### src/rtl/serial_add_pkg.sv
// Shared definitions for the bit-serial add/subtract sequencer.
// State encoding, default width and counter sizing.
package serial_add_pkg;

  localparam int DEF_WIDTH = 8;

  localparam logic [1:0] S_IDLE = 2'd0;
  localparam logic [1:0] S_RUN  = 2'd1;
  localparam logic [1:0] S_DONE = 2'd2;

  typedef enum logic [1:0] {
    ST_IDLE = S_IDLE,
    ST_RUN  = S_RUN,
    ST_DONE = S_DONE
  } state_e;

  // Bit counter width; at least one bit so WIDTH=2 still works.
  function automatic int cnt_width(input int w);
    return (w <= 2) ? 1 : $clog2(w);
  endfunction

endpackage

### src/rtl/full_adder_1b.sv
// Single-bit full adder cell, shared across all operand bits.
// Purely combinational.
module full_adder_1b (
  input  logic a,
  input  logic b,
  input  logic cin,
  output logic sum,
  output logic cout
);

  assign sum  = a ^ b ^ cin;
  assign cout = (a & b) | (a & cin) | (b & cin);

endmodule

### src/rtl/serial_add_ctrl.sv
// Bit-serial add/subtract sequencer: one adder cell, one bit
// per clock LSB first, start/busy/done handshake.
module serial_add_ctrl
  import serial_add_pkg::*;
#(
  parameter int WIDTH = DEF_WIDTH
) (
  input  logic             clk,
  input  logic             rst,
  input  logic             start,
  input  logic             sub,
  input  logic [WIDTH-1:0] op_a,
  input  logic [WIDTH-1:0] op_b,
  output logic             busy,
  output logic             done,
  output logic [WIDTH-1:0] result,
  output logic             cout,
  output logic             ovf
);

  localparam int CW = cnt_width(WIDTH);
  localparam logic [CW-1:0] LAST = CW'(WIDTH - 1);

  state_e           state_q, state_d;
  logic [WIDTH-1:0] a_sh_q, a_sh_d;
  logic [WIDTH-1:0] b_sh_q, b_sh_d;
  logic             carry_q, carry_d;
  logic [CW-1:0]    cnt_q, cnt_d;
  // Holds the WIDTH-1 low bits; the MSB arrives on the last edge.
  logic [WIDTH-2:0] res_sh_q, res_sh_d;
  logic [WIDTH-1:0] result_q, result_d;
  logic             cout_q, cout_d;
  logic             ovf_q, ovf_d;

  logic fa_sum;
  logic fa_cout;
  logic accept;

  full_adder_1b u_fa (
    .a    (a_sh_q[0]),
    .b    (b_sh_q[0]),
    .cin  (carry_q),
    .sum  (fa_sum),
    .cout (fa_cout)
  );

  // Subtract mode is fully captured by the inverted B operand and
  // the initial carry, so no separate sub flop is needed.
  assign accept = start &
                  ((state_q == ST_IDLE) | (state_q == ST_DONE));

  // Next-state, datapath shift and output capture.
  always_comb begin
    state_d  = state_q;
    a_sh_d   = a_sh_q;
    b_sh_d   = b_sh_q;
    carry_d  = carry_q;
    cnt_d    = cnt_q;
    res_sh_d = res_sh_q;
    result_d = result_q;
    cout_d   = cout_q;
    ovf_d    = ovf_q;

    unique case (state_q)
      ST_IDLE: begin
        if (accept) state_d = ST_RUN;
      end
      ST_RUN: begin
        res_sh_d = (WIDTH-1)'({fa_sum, res_sh_q} >> 1);
        carry_d  = fa_cout;
        a_sh_d   = a_sh_q >> 1;
        b_sh_d   = b_sh_q >> 1;
        if (cnt_q == LAST) begin
          result_d = {fa_sum, res_sh_q};
          cout_d   = fa_cout;
          ovf_d    = carry_q ^ fa_cout;
          state_d  = ST_DONE;
        end else begin
          cnt_d = cnt_q + 1'b1;
        end
      end
      ST_DONE: begin
        state_d = accept ? ST_RUN : ST_IDLE;
      end
      default: state_d = ST_IDLE;
    endcase

    if (accept) begin
      a_sh_d   = op_a;
      b_sh_d   = sub ? ~op_b : op_b;
      carry_d  = sub;
      cnt_d    = '0;
      res_sh_d = '0;
    end
  end

  // State and datapath registers.
  always_ff @(posedge clk or posedge rst) begin
    if (rst) begin
      state_q  <= ST_IDLE;
      a_sh_q   <= '0;
      b_sh_q   <= '0;
      carry_q  <= 1'b0;
      cnt_q    <= '0;
      res_sh_q <= '0;
      result_q <= '0;
      cout_q   <= 1'b0;
      ovf_q    <= 1'b0;
    end else begin
      state_q  <= state_d;
      a_sh_q   <= a_sh_d;
      b_sh_q   <= b_sh_d;
      carry_q  <= carry_d;
      cnt_q    <= cnt_d;
      res_sh_q <= res_sh_d;
      result_q <= result_d;
      cout_q   <= cout_d;
      ovf_q    <= ovf_d;
    end
  end

  assign busy   = (state_q == ST_RUN);
  assign done   = (state_q == ST_DONE);
  assign result = result_q;
  assign cout   = cout_q;
  assign ovf    = ovf_q;

endmodule
### config.mk
export PLATFORM = sky130hd
export DESIGN_NAME = serial_add_ctrl
export DESIGN_NICKNAME = d
export VERILOG_FILES = /design/src/rtl/serial_add_pkg.sv /design/src/rtl/full_adder_1b.sv /design/src/rtl/serial_add_ctrl.sv
export SDC_FILE = /design/constraint.sdc
export NUM_CORES = 1
export LEC_CHECK = 0
export CAP_MARGIN = 20
export CORE_ASPECT_RATIO = 1.5
export CORE_MARGIN = 5
export CORE_UTILIZATION = 46
export DETAILED_ROUTE_END_ITERATION = 6
export PLACE_DENSITY = 0.8
export SLEW_MARGIN = 20
export SYNTH_ARGS = -nofsm -noshare
export SYNTH_HDL_FRONTEND = slang
export SYNTH_SLANG_ARGS = --single-unit
export TNS_END_PERCENT = 100
### constraint.sdc
create_clock -name clk -period 1.7 [get_ports clk]
set_clock_uncertainty 0.1 [all_clocks]
set_input_delay 0.34 -clock clk [delete_from_list [all_inputs] [get_ports clk]]
set_output_delay 0.34 -clock clk [all_outputs]
set_load 0.005 [all_outputs]
==> flow_summary.ini <==
[pwr]
leakage_nw = 1.10
power_mw = 3.80
peakVddDrop_uv = 1010
power_density_mw_per_mm2 = 1680

[cells_and_area]
num-nets-final = 202
utilization_pct = 61.8
drive_gt1_share_pct = 19.4
area_delta_synth_final_pct = 30.6
design_area_mm2 = 0.00226
fillers = 311
diodes = 0

[place]
io_buffer_count = 31
gp_congestion = 0.726
placed_cell_area_mm2 = 0.00211
hpwl_mm = 2.43

[timing]
slew_viol_final = 0
min_period_over_period_pct = 97.2
finalSetupViolations = 0
max_freq_mhz = 605
worst_slew_pin_slew_ns = 0.366
slew_headroom_pct = 75.5
hold_violations = 0
min_period_ns = 1.65

[die]
start_util_pct = 47.4
num_rows = 27
die_area_mm2 = 0.00511
core_mm2 = 0.00365
die_h_um = 85.1
ioPinCount = 32
die_width_um = 60.0

[grt]
antenna_found_initial = 0
grt_pass1_vias = 1336
grt-ovfl-total = 0
grt_max_degree = 40
grt_usage_pct = 15.6
grt_pass1_wl_mm = 5.92

[setup_path]
regToRegEndpoint = result[2]
crit_buf_inv = 2
crit_family = buffers and inverters
critPathMaxStageDelay_ns = 0.39
crit_type = reg -> out
reg2reg_from = cnt_q[0]
cp.required_ns = 1.26
arrival_ns = 1.21
critPathCaptureType = primary output
reg2regPathDepth = 5
crit_fanout = 2
r2r_slack_ns = 0.06
crit_slowest_cell = dfrtp_1
worstPathCellList = buf_4, nor2b_4, dlygate4sd2_1
critPathLaunchType = flip-flop

[routing]
routed_wl_mm = 3.47
wire_per_inst_um = 15.6
vias = 1179
drtAntennaViolNets = 0
first_pass_iters = 3
routed_via_density = 5.29
initialDrtViolationCount = 29
remaining_drc_errors = 0

[flow_run]
drv_cap = 0

[clocking]
cts-root-buf = clkbuf_8
cts_sinks = 39
path_clk_slew_ns = 0.08
clock_latency_ns = 0.29
cts_buffers = 5
cts_max_path_buffers = 2
htreeDepth = 2
cts_tree = yes
postCtsHoldBufs = 0

[logic_synthesis]
syn_inst = 137
ys_warn_count = 0
synth_area_mm2 = 0.00173
synth-seq-area-share_pct = 56.5
synthDistinctLibCells = 24
syn_nets = 160
syn_area_per_cell_um2 = 12.6
ys_ff_latch = 39

[run_status]
status = finished clean

[worst_hold_path]
hold_path.class = in -> async
state kept, by name, summed over array words and instances, names as in the netlist:
| name | count |
|---|---|
| carry_q | 1 |
| b_sh_q | 8 |
| cout | 1 |
| a_sh_q | 8 |
| state_q | 2 |
| ovf | 1 |
| cnt_q | 3 |
| result | 8 |
| res_sh_q | 7 |
timing repair:
| item | 4_1_cts | 5_1_grt |
|---|---|---|
| pin swaps | 0 | 1 |
| resized for setup | 4 | 1 |
| setup endpoints to repair | 2 | 9 |
| buffers inserted | 5 | 2 |
per-stage QoR:
| stage | hold WS, ns | std cells | worst slack [ns] | TNS [ns] |
|---|---|---|---|---|
| after floorplan | 0.350 | 137 | 0.0498 | 0 |
| after global placement | 0.358 | 208 | 0.0315 | 0 |
| after detailed placement | 0.367 | 208 | -0.0343 | -0.0503 |
| after CTS | 0.301 | 221 | 0.0489 | 0 |
| after global routing | 0.311 | 223 | -0.000973 | -0.000973 |
| final | 0.285 | 223 | 0.0479 | 0 |
tightest hold or removal path, cell delays in order:
cell	delay, ns
clkdlybuf4s50_1	0.40
inv_1	0.09
buf_12	0.23
cell usage after synthesis (all sizes together):
master | n | area [µm²]
mux2i | 9 | 90.1
a22o | 15 | 131
a21o | 6 | 45.0
mux2 | 9 | 101
or2 | 1 | 6.26
fa | 1 | 20.0
clkbuf | 1 | 3.75
nand2b | 1 | 6.26
xnor2 | 2 | 17.5
xor2 | 8 | 70.1
buf | 8 | 61.3
o21ai | 12 | 60.1
nand2 | 14 | 52.6
inv | 2 | 7.51
nor2b | 3 | 18.8
nand3b | 1 | 7.51
nor3b | 1 | 12.5
dfrtp | 39 | 976
nor2 | 2 | 15.0
ha | 2 | 25.0
worst max-delay path by stage:
stage                     from   endpoint  depth (start not counted)
detailed placement       start  a_sh_q[5]                          5
finish              state_q[1]       busy                          3
global route          cnt_q[0]  result[0]                          5
CTS                 state_q[0]       busy                          3
floorplan             cnt_q[0]       cout                          5
global placement         start  b_sh_q[7]                          4
power by group:
part	internal (mW)	leakage (nW)	switching, mW
Sequential	1.33	0.498	0.243
Clock	0.288	0.0422	0.323
Combinational	0.926	0.561	0.694
per-layer routing:
layer | up-vias | share of wire, % | GRT usage, %
met5 | - | 0 | 0
met4 | 0 | 3.3 | 7.66
met3 | 11 | 4.4 | 5.02
met2 | 28 | 56 | 27.1
met1 | 580 | 36 | 16.3
li1 | 560 | - | -
kinds of logic (layout without fill, tap and decap cells):
| logic type | Yosys count | in the layout | synth area share [%] |
|---|---|---|---|
| muxes | 18 | 18 | 11.1 |
| and+or+nand+nor | 23 | 23 | 6.88 |
| adders and majority gates | 3 | 3 | 2.61 |
| DFF | 39 | 39 | 56.5 |
| buffers and inverters | 11 | 54 | 4.20 |
| xor gates and xnor gates | 10 | 10 | 5.07 |
| AOI/OAI and AO/OA | 33 | 33 | 13.7 |
area by class of cell:
class | count | area, µm² | area share [%]
clock buffer | 7 | 76.3 | 3.38
clock inverter | 1 | 5.00 | 0.222
inverter | 2 | 7.51 | 0.333
multi-input combinational | 87 | 694 | 30.8
sequential | 39 | 976 | 43.3
tap | 43 | 53.8 | 2.38
timing repair buffer | 44 | 443 | 19.6
layout by cell type, fill, tap and decap left out, drive strengths merged:
master | Yosys | layout
a22o | 15 | 15
or2 | 1 | 1
nor3b | 1 | 1
fa | 1 | 1
clkdlybuf4s50 | 0 | 29
nand2 | 14 | 14
nand2b | 1 | 1
dfrtp | 39 | 39
nor2 | 2 | 2
nand3b | 1 | 1
xor2 | 8 | 8
mux2i | 9 | 9
nor2b | 3 | 3
mux2 | 9 | 9
ha | 2 | 2
a21o | 6 | 6
dlygate4sd2 | 0 | 2
xnor2 | 2 | 2
clkinv | 0 | 1
inv | 2 | 2
o21ai | 12 | 12
buf | 8 | 13
clkbuf | 1 | 7
Note: power is estimated with default switching activity, not from simulation.
